===== config.mk =====
export PLATFORM = sky130hd
export DESIGN_NAME = id_ex_stage
export DESIGN_NICKNAME = d
export VERILOG_FILES = /design/src/rtl/riscv_pkg.sv /design/src/rtl/fwd_sel_predict.sv /design/src/rtl/id_ex_stage.sv
export SDC_FILE = /design/constraint.sdc
export NUM_CORES = 1
export LEC_CHECK = 0
export CORE_MARGIN = 3
export CORE_UTILIZATION = 44
export CTS_CLUSTER_DIAMETER = 100
export DETAILED_ROUTE_END_ITERATION = 16
export GPL_TIMING_DRIVEN = 0
export PLACE_DENSITY_LB_ADDON = 0.12
export SLEW_MARGIN = 15
export SYNTH_ARGS = -nofsm -noshare
export SYNTH_HDL_FRONTEND = slang
export SYNTH_SLANG_ARGS = --single-unit
export TNS_END_PERCENT = 100

===== constraint.sdc =====
create_clock -name clk -period 3.4 [get_ports clk]
set_clock_uncertainty 0.1 [all_clocks]
set_input_delay 0.68 -clock clk [delete_from_list [all_inputs] [get_ports clk]]
set_output_delay 0.68 -clock clk [all_outputs]
set_load 0.01 [all_outputs]

===== src/rtl/riscv_pkg.sv =====
// rtl/riscv_pkg.sv - shared constants for the RISC-V pipeline: forwarding selects and the zero register index
package riscv_pkg;

  // Encodings for the EX-stage 3:1 operand mux select
  localparam logic [1:0] FWD_REG   = 2'b00;  // register-file read data
  localparam logic [1:0] FWD_EXMEM = 2'b01;  // result held in EX/MEM
  localparam logic [1:0] FWD_MEMWB = 2'b10;  // result held in MEM/WB

  // x0 is hardwired to zero, so it never takes part in forwarding or hazards
  localparam int REG_ZERO = 0;

endpackage


===== src/rtl/fwd_sel_predict.sv =====
// rtl/fwd_sel_predict.sv - combinational forwarding-select prediction for one source operand
// Ports:
//   rs, rs_used                 source register index and whether the instruction reads it
//   ex_rd, ex_reg_write, ex_valid  instruction now in EX, which is in EX/MEM one cycle later
//   mem_rd, mem_reg_write       instruction now in EX/MEM, which is in MEM/WB one cycle later
//   sel                         select to be registered alongside the operand
module fwd_sel_predict
  import riscv_pkg::*;
#(
  parameter int REG_ADDR_WIDTH = 5
) (
  input  logic [REG_ADDR_WIDTH-1:0] rs,
  input  logic                      rs_used,
  input  logic [REG_ADDR_WIDTH-1:0] ex_rd,
  input  logic                      ex_reg_write,
  input  logic                      ex_valid,
  input  logic [REG_ADDR_WIDTH-1:0] mem_rd,
  input  logic                      mem_reg_write,
  output logic [1:0]                sel
);

  localparam logic [REG_ADDR_WIDTH-1:0] RS_ZERO = REG_ADDR_WIDTH'(REG_ZERO);

  // The younger producer (the one now in EX) is checked first so that it
  // overrides an older write to the same register.
  always_comb begin
    sel = FWD_REG;
    if (rs_used && (rs != RS_ZERO)) begin
      if (ex_valid && ex_reg_write && (ex_rd == rs)) begin
        sel = FWD_EXMEM;
      end else if (mem_reg_write && (mem_rd == rs)) begin
        sel = FWD_MEMWB;
      end
    end
  end

endmodule


===== src/rtl/id_ex_stage.sv =====
// rtl/id_ex_stage.sv - ID/EX pipeline register with load-use stall and registered forwarding selects
// Ports:
//   id_*                decoded instruction from the decode stage
//   mem_rd, mem_reg_write  destination of the instruction in EX/MEM
//   flush, ex_hold      squash from a resolved branch / downstream freeze
//   id_stall            combinational: hold PC and IF/ID on this edge
//   ex_*                registered operands, control and operand-mux selects
// Optional build macro HAZARD_STATS_EN adds saturating stall_count / flush_count outputs.
module id_ex_stage
  import riscv_pkg::*;
#(
  parameter int DATA_WIDTH     = 32,
  parameter int REG_ADDR_WIDTH = 5
) (
  input  logic                      clk,
  input  logic                      rst_n,
  input  logic                      id_valid,
  input  logic [REG_ADDR_WIDTH-1:0] id_rs1,
  input  logic [REG_ADDR_WIDTH-1:0] id_rs2,
  input  logic [REG_ADDR_WIDTH-1:0] id_rd,
  input  logic                      id_rs1_used,
  input  logic                      id_rs2_used,
  input  logic [DATA_WIDTH-1:0]     id_rs1_data,
  input  logic [DATA_WIDTH-1:0]     id_rs2_data,
  input  logic [DATA_WIDTH-1:0]     id_pc,
  input  logic                      id_reg_write,
  input  logic                      id_mem_read,
  input  logic [REG_ADDR_WIDTH-1:0] mem_rd,
  input  logic                      mem_reg_write,
  input  logic                      flush,
  input  logic                      ex_hold,
  output logic                      id_stall,
  output logic                      ex_valid,
  output logic                      ex_reg_write,
  output logic                      ex_mem_read,
  output logic [DATA_WIDTH-1:0]     ex_rs1_data,
  output logic [DATA_WIDTH-1:0]     ex_rs2_data,
  output logic [DATA_WIDTH-1:0]     ex_pc,
  output logic [REG_ADDR_WIDTH-1:0] ex_rd,
`ifdef HAZARD_STATS_EN
  output logic [31:0]               stall_count,
  output logic [31:0]               flush_count,
`endif
  output logic [1:0]                ex_fwd_a,
  output logic [1:0]                ex_fwd_b
);

  localparam logic [REG_ADDR_WIDTH-1:0] RD_ZERO = REG_ADDR_WIDTH'(REG_ZERO);

  logic       load_use;
  logic [1:0] sel_a;
  logic [1:0] sel_b;

  // A load in EX cannot forward until it reaches MEM/WB, so a dependent
  // instruction in decode has to wait one cycle.
  assign load_use = id_valid && ex_valid && ex_mem_read && (ex_rd != RD_ZERO) &&
                    ((id_rs1_used && (id_rs1 == ex_rd)) ||
                     (id_rs2_used && (id_rs2 == ex_rd)));

  // Flush kills the decode instruction, so stalling it would be pointless.
  // Gating with rst_n keeps id_stall low while held in reset even if ex_hold is up.
  assign id_stall = rst_n && !flush && (ex_hold || load_use);

  fwd_sel_predict #(.REG_ADDR_WIDTH(REG_ADDR_WIDTH)) u_fwd_a (
    .rs            (id_rs1),
    .rs_used       (id_rs1_used),
    .ex_rd         (ex_rd),
    .ex_reg_write  (ex_reg_write),
    .ex_valid      (ex_valid),
    .mem_rd        (mem_rd),
    .mem_reg_write (mem_reg_write),
    .sel           (sel_a)
  );

  fwd_sel_predict #(.REG_ADDR_WIDTH(REG_ADDR_WIDTH)) u_fwd_b (
    .rs            (id_rs2),
    .rs_used       (id_rs2_used),
    .ex_rd         (ex_rd),
    .ex_reg_write  (ex_reg_write),
    .ex_valid      (ex_valid),
    .mem_rd        (mem_rd),
    .mem_reg_write (mem_reg_write),
    .sel           (sel_b)
  );

  // Bubbles clear only control and selects; data fields keep their old
  // values since nothing downstream looks at them when ex_valid is low.
  always_ff @(posedge clk or negedge rst_n) begin
    if (!rst_n) begin
      ex_valid     <= 1'b0;
      ex_reg_write <= 1'b0;
      ex_mem_read  <= 1'b0;
      ex_rs1_data  <= '0;
      ex_rs2_data  <= '0;
      ex_pc        <= '0;
      ex_rd        <= '0;
      ex_fwd_a     <= FWD_REG;
      ex_fwd_b     <= FWD_REG;
    end else if (flush || (!ex_hold && load_use)) begin
      ex_valid     <= 1'b0;
      ex_reg_write <= 1'b0;
      ex_mem_read  <= 1'b0;
      ex_fwd_a     <= FWD_REG;
      ex_fwd_b     <= FWD_REG;
    end else if (!ex_hold) begin
      ex_valid     <= id_valid;
      ex_reg_write <= id_valid && id_reg_write;
      ex_mem_read  <= id_valid && id_mem_read;
      ex_rs1_data  <= id_rs1_data;
      ex_rs2_data  <= id_rs2_data;
      ex_pc        <= id_pc;
      ex_rd        <= id_rd;
      ex_fwd_a     <= id_valid ? sel_a : FWD_REG;
      ex_fwd_b     <= id_valid ? sel_b : FWD_REG;
    end
  end

`ifdef HAZARD_STATS_EN
  always_ff @(posedge clk or negedge rst_n) begin
    if (!rst_n) begin
      stall_count <= '0;
      flush_count <= '0;
    end else begin
      if (flush) begin
        if (flush_count != '1) flush_count <= flush_count + 32'd1;
      end else if (!ex_hold && load_use) begin
        if (stall_count != '1) stall_count <= stall_count + 32'd1;
      end
    end
  end
`endif

endmodule

# ---- Yosys cells after proc, flatten, opt, wreduce, memory -nomap -nowiden
# Index checks and enable logic that the tools add are counted.
dict set report op_classes {
  mux 18
  reduce_logical 27
  bitwise 2
  n_eq_ne 7
}
# operator count
set ops {}
lappend ops {{$eq A5 B5 Y1} 6}
lappend ops {{$mux W2} 12}
lappend ops {{$logic_and A1 B1 Y1} 18}
lappend ops {{$reduce_bool A5 Y1} 3}
lappend ops {{$mux W1} 6}
lappend ops {{$logic_or A1 B1 Y1} 3}
lappend ops {{$logic_not A1 Y1} 2}
lappend ops {{$ne A2 B1 Y1 const B} 1}
lappend ops {{$not A1 Y1} 2}
lappend ops {{$reduce_and A2 Y1} 1}
dict set report word_totals {
  elab_cells 63
  regBits 108
  in_bits 126
  out_inout_bits 109
}

# ---- Logic depth before layout (Yosys ltp)
dict set report logic_depth {
  word_depth 8
  depth_mapped 7
  depth_no_buf 5
}

# ---- Modules after synthesis
# A second synthesis with hierarchy kept.
dict set report hier_totals {
  hier_cells 289
  hier_area_um2 4961.0
}
# module cells_each n_inst area_per_inst_um2 seq_area_each_um2
set by_module_without_submodules {}
lappend by_module_without_submodules {id_ex_stage 253 1 4683.2 2702.6}
lappend by_module_without_submodules {fwd_sel_predict 18 2 138.9 0.0}

# ---- Least setup slack after synthesis
# Ideal clock, no wire load.
dict set report synth_path {
  kind {input to output}
  startpoint {in id_rs1[3]}
  endpoint {out id_stall}
  setup_slack_ns 0.947
  path_buffers 0
  cell_stages 5
  arrival_ns 1.673
  t_required_ns 2.620
  path_cell_list {xor2_1 nor3_2 a32o_2 a21oi_1 nor3b_1}
}
dict set report synth_between {
  elab_chain_cells 6
}
# element line_no
set synth_rtl {}
lappend synth_rtl {{start: declaration} id_ex_stage.sv:18} ;# input logic [REG_ADDR_WIDTH-1:0] id_rs1,
lappend synth_rtl {{$eq A5 B5 Y1} id_ex_stage.sv:57} ;# ((id_rs1_used && (id_rs1 == ex_rd)) ||
lappend synth_rtl {{$logic_and A1 B1 Y1} id_ex_stage.sv:57}
lappend synth_rtl {{$logic_or A1 B1 Y1} id_ex_stage.sv:57}
lappend synth_rtl {{$logic_and A1 B1 Y1} id_ex_stage.sv:56} ;# assign load_use = id_valid && ex_valid && ex_mem_read && (ex_rd != RD_ZERO) &&
lappend synth_rtl {{$logic_or A1 B1 Y1} id_ex_stage.sv:62} ;# assign id_stall = rst_n && !flush && (ex_hold || load_use);
lappend synth_rtl {{$logic_and A1 B1 Y1} id_ex_stage.sv:62}
lappend synth_rtl {{end: declaration} id_ex_stage.sv:32} ;# output logic id_stall,
# Every way passes these cells.

# ---- Worst setup path after layout
# Same ends and word-level chain as after synthesis.

==> run summary <==
The signal arrival time at the worst endpoint came out at 2370 ps. Across the run, the number of max-cap violations was 0. Number of nets in the synthesized netlist: 409. The switching share of power is 0.261. The biggest area contributor in the post-synthesis netlist is sky130_fd_sc_hd__dfrtp_1. The clock period could shrink to 3150 ps. The antenna violation net count after detailed routing was 0.

The root buffer cell was sky130_fd_sc_hd__clkbuf_8. For the total overflow reported by the global router, the log shows 0. The first-pass GRT wire length is 19600 µm. Along the worst path, the maximum fanout reaches 3. Vertical die dimension: 111 µm. The worst-case IR drop observed on VDD is 0.000296 V. The tools report the global routing usage on met2 as 0.330. The count of buffers added on input and output ports is 234. In this run, distinct cell masters in the synthesized netlist total 26. The tools report the combinational power share as 0.305.

The longest clock path from root to sink contains 2 buffers. For the pin with the worst max-slew slack, the measured transition is 454 ps. The run finished with clean final reports.

For the sequential-to-total area share from yosys stat, the log shows 0.560. The clock network fraction of total power was 0.237; the top cell type's share of synthesized area was 0.560. The capturing element type of the critical path was an output port. TritonCTS created 9 clock buffers. By area the synthesized netlist is led by sky130_fd_sc_hd__dfrtp_1, sky130_fd_sc_hd__mux2_4, sky130_fd_sc_hd__buf_12. The min-delay analysis places its worst path in the category in -> async. The repair_antennas step left the layout with diodes totalling 0. 235 I/O pins were placed. The tools report the via count of the first global-routing pass as 3541. The total half-perimeter wirelength after legalization and detailed placement came out at 9060 µm. The final critical-path share of the clock period was 0.925; the count of hold-fix buffers inserted at cts was 0. The logs give 0.721 for the share of the core filled with cells in the final layout and 0.459 for the starting density of the core. Share of cells above drive strength 1: 0.250. In this run the core area contains 37 standard-cell rows. Leaving out filler cells and counting taps, the final layout contains 671. The synthesized design contains 108 register bits. Setup slack on the critical path of the routed design comes to 255 ps.

Derived from the worst setup path, the maximum achievable clock frequency is 318 MHz. The later pin in the worst-skew pair is clocked with a latency of 360 ps. The core region is 10500 µm². The logs give 0.199 for the global router's overall resource usage and 0.457 for the share of power burned in registers. In the synthesized netlist, the number of instances is 283. The synthesized netlist occupies a cell area of 4820 µm².

The tools report the total count of hold-check failures in the final report as 0. Clock-pin slew was measured on the worst setup and hold paths at 100 ps. After synthesis, the mean cell area works out to 17.0 µm².

The via count of the routed design was 3272; the static leakage power was 3.28 nW. After detailed routing, the number of remaining DRC violations is 0. Met3 track demand over resource: 0.0562. TritonCTS built the clock tree.

STA classifies the critical path startpoint as an input pin. The busiest layer in global routing is met2. For the number of antenna violations at the first check in global routing, the log shows 0. The relative slew slack is 0.697. For the total of fill cells in the finished design, the log shows 729.

Setup repair after global routing left no endpoint under its margin. Entering global routing, the biggest net connects 71 pins. In the routed layout, each cell is associated on average with a via count of 4.88. The number of warnings reported in the yosys synthesis log is 0.

In this run, the number of DRC markers left after iteration 0 of detailed routing was 154. Routability-driven placement finished with a final weighted congestion of 0.833. The first-pass detailed-route iteration total was 4; the worst-case setup slack after placement was -105 ps. The floorplan step set the die width to 111 µm. Dividing total power by cell area gives a power density of 454 nW/µm². Summed over all nets, the switching power comes to 0.897 mW. The area growth from synthesis to layout is 57.2%, and the CTS H-tree depth is 3. The area enclosed by the die boundary was 12300 µm²; the required time at the endpoint of the critical path was 2620 ps. Setup TNS: 0 ps.

Setup violations remaining at the end of the flow were counted as 0. The logs give 656 for the final layout net count and 108 for the count of clock tree sinks. The met1 capacity usage during global routing is 0.257, and the internal power contribution is 2.54 mW. After detailed placement, the design holds a cell count of 654. The critical path is of the in -> out type. Leaving out fill and tap cells, the most frequent cells in the layout are sky130_fd_sc_hd__clkdlybuf4s50_1, sky130_fd_sc_hd__dfrtp_1, sky130_fd_sc_hd__mux2_4.

After detailed routing, the average wire length per cell comes to 17.7 µm. Routed wire length: 11900 µm. Most common cell after layout, fill and taps aside: sky130_fd_sc_hd__clkdlybuf4s50_1. The run gives 0 as the count of final max-slew check failures. The completed layout was analyzed and its total power is 3.44 mW.
-- per-layer routing --
layer	vias up	wire (µm)
li1	1493	-
met1	1608	4920
met2	159	5910
met3	12	893
met4	0	150
met5	-	0
-- layout make-up --
type                       count  area [µm²]  share of cell area
timing repair buffer         236        2380               0.314
clock inverter                 6        71.3             0.00941
multi-input combinational    162        1900               0.251
tap                          136         170              0.0225
sequential                   108        2700               0.357
inverter                       1        3.75            0.000495
buffer                        12         211              0.0279
clock buffer                  10         138              0.0182
-- registers in the layout, summed over array words and instances, names as in the netlist --
register,flops
ex_rs2_data,32
ex_fwd_b,2
ex_rs1_data,32
ex_fwd_a,2
ex_mem_read,1
ex_pc,32
ex_reg_write,1
ex_valid,1
ex_rd,5
-- synthesized netlist by cell type --
library cell               number
sky130_fd_sc_hd__dfrtp_1      108
sky130_fd_sc_hd__mux2_4        90
sky130_fd_sc_hd__xor2_1        14
sky130_fd_sc_hd__mux2_2        11
sky130_fd_sc_hd__buf_12        10
sky130_fd_sc_hd__nor2_1         6
sky130_fd_sc_hd__xnor2_1        6
sky130_fd_sc_hd__nand2_1        5
sky130_fd_sc_hd__a22o_1         4
sky130_fd_sc_hd__o21ai_0        4
sky130_fd_sc_hd__a21oi_1        3
sky130_fd_sc_hd__nand3_1        3
sky130_fd_sc_hd__nand4_1        2
sky130_fd_sc_hd__nor3_1         2
sky130_fd_sc_hd__nor3b_1        2
sky130_fd_sc_hd__nor4_1         2
sky130_fd_sc_hd__or4_1          2
sky130_fd_sc_hd__a211o_1        1
sky130_fd_sc_hd__a21boi_4       1
sky130_fd_sc_hd__a21o_1         1
sky130_fd_sc_hd__a32o_2         1
sky130_fd_sc_hd__buf_4          1
sky130_fd_sc_hd__clkbuf_1       1
sky130_fd_sc_hd__inv_1          1
sky130_fd_sc_hd__nor2b_1        1
sky130_fd_sc_hd__nor3_2         1
-- worst max-delay path: stages --
cell and delay [ps]:
sky130_fd_sc_hd__clkdlybuf4s50_1 470, sky130_fd_sc_hd__xor2_1 190, sky130_fd_sc_hd__nor3_2 240, sky130_fd_sc_hd__a32o_2 220, sky130_fd_sc_hd__a21oi_1 60, sky130_fd_sc_hd__nor3b_1 200, sky130_fd_sc_hd__dlygate4sd2_1 290
-- cell families after synthesis --
group                  synth area share
flip-flops                        0.560
multiplexers                      0.306
AND/OR/NAND/NOR                  0.0285
XOR/XNOR                         0.0363
AO/OA/AOI/OAI                    0.0241
buffers and inverters            0.0446
-- power by group through the flow --
stage | Combinational, mW | Clock (mW) | Sequential [mW]
5_1_grt | 1.11 | 0.894 | 1.60
6_report | 1.05 | 0.816 | 1.57
2_1_floorplan | 0.361 | 0 | 1.67
3_3_place_gp | 1.04 | 0 | 1.59
3_5_place_dp | 1.06 | 0 | 1.60
4_1_cts | 1.07 | 0.841 | 1.58
-- metrics by stage --
step                      cell area [µm²]  hold slack, ps
final                                7580             122
after global routing                 7580             123
after CTS                            7580             117
after detailed placement             7360             376
after global placement               7330             369
after floorplan                      4820             284
-- path summary, 6_finish.rpt --
path                        startpoint         endpoint  slack, ps  depth (start not counted)
setup / recovery             id_rs1[3]         id_stall        250                          7
hold / removal                   rst_n  ex_rs1_data[22]        120                          1
setup reg to reg              ex_rd[2]        ex_pc[25]       1170                          8
hold reg to reg            ex_fwd_a[1]      ex_fwd_a[1]        390                          2
max in group asynchronous        rst_n  ex_rs2_data[14]       2430                          2
min in group clk           ex_fwd_a[1]      ex_fwd_a[1]        390                          2
-- what timing repair did --
item | 4_1_cts | 5_1_grt
resized for setup | 1 | 0
endpoints found under the setup margin | 1 | 0
buffers inserted | 1 | 0
Power figures use the tool's default switching activity.
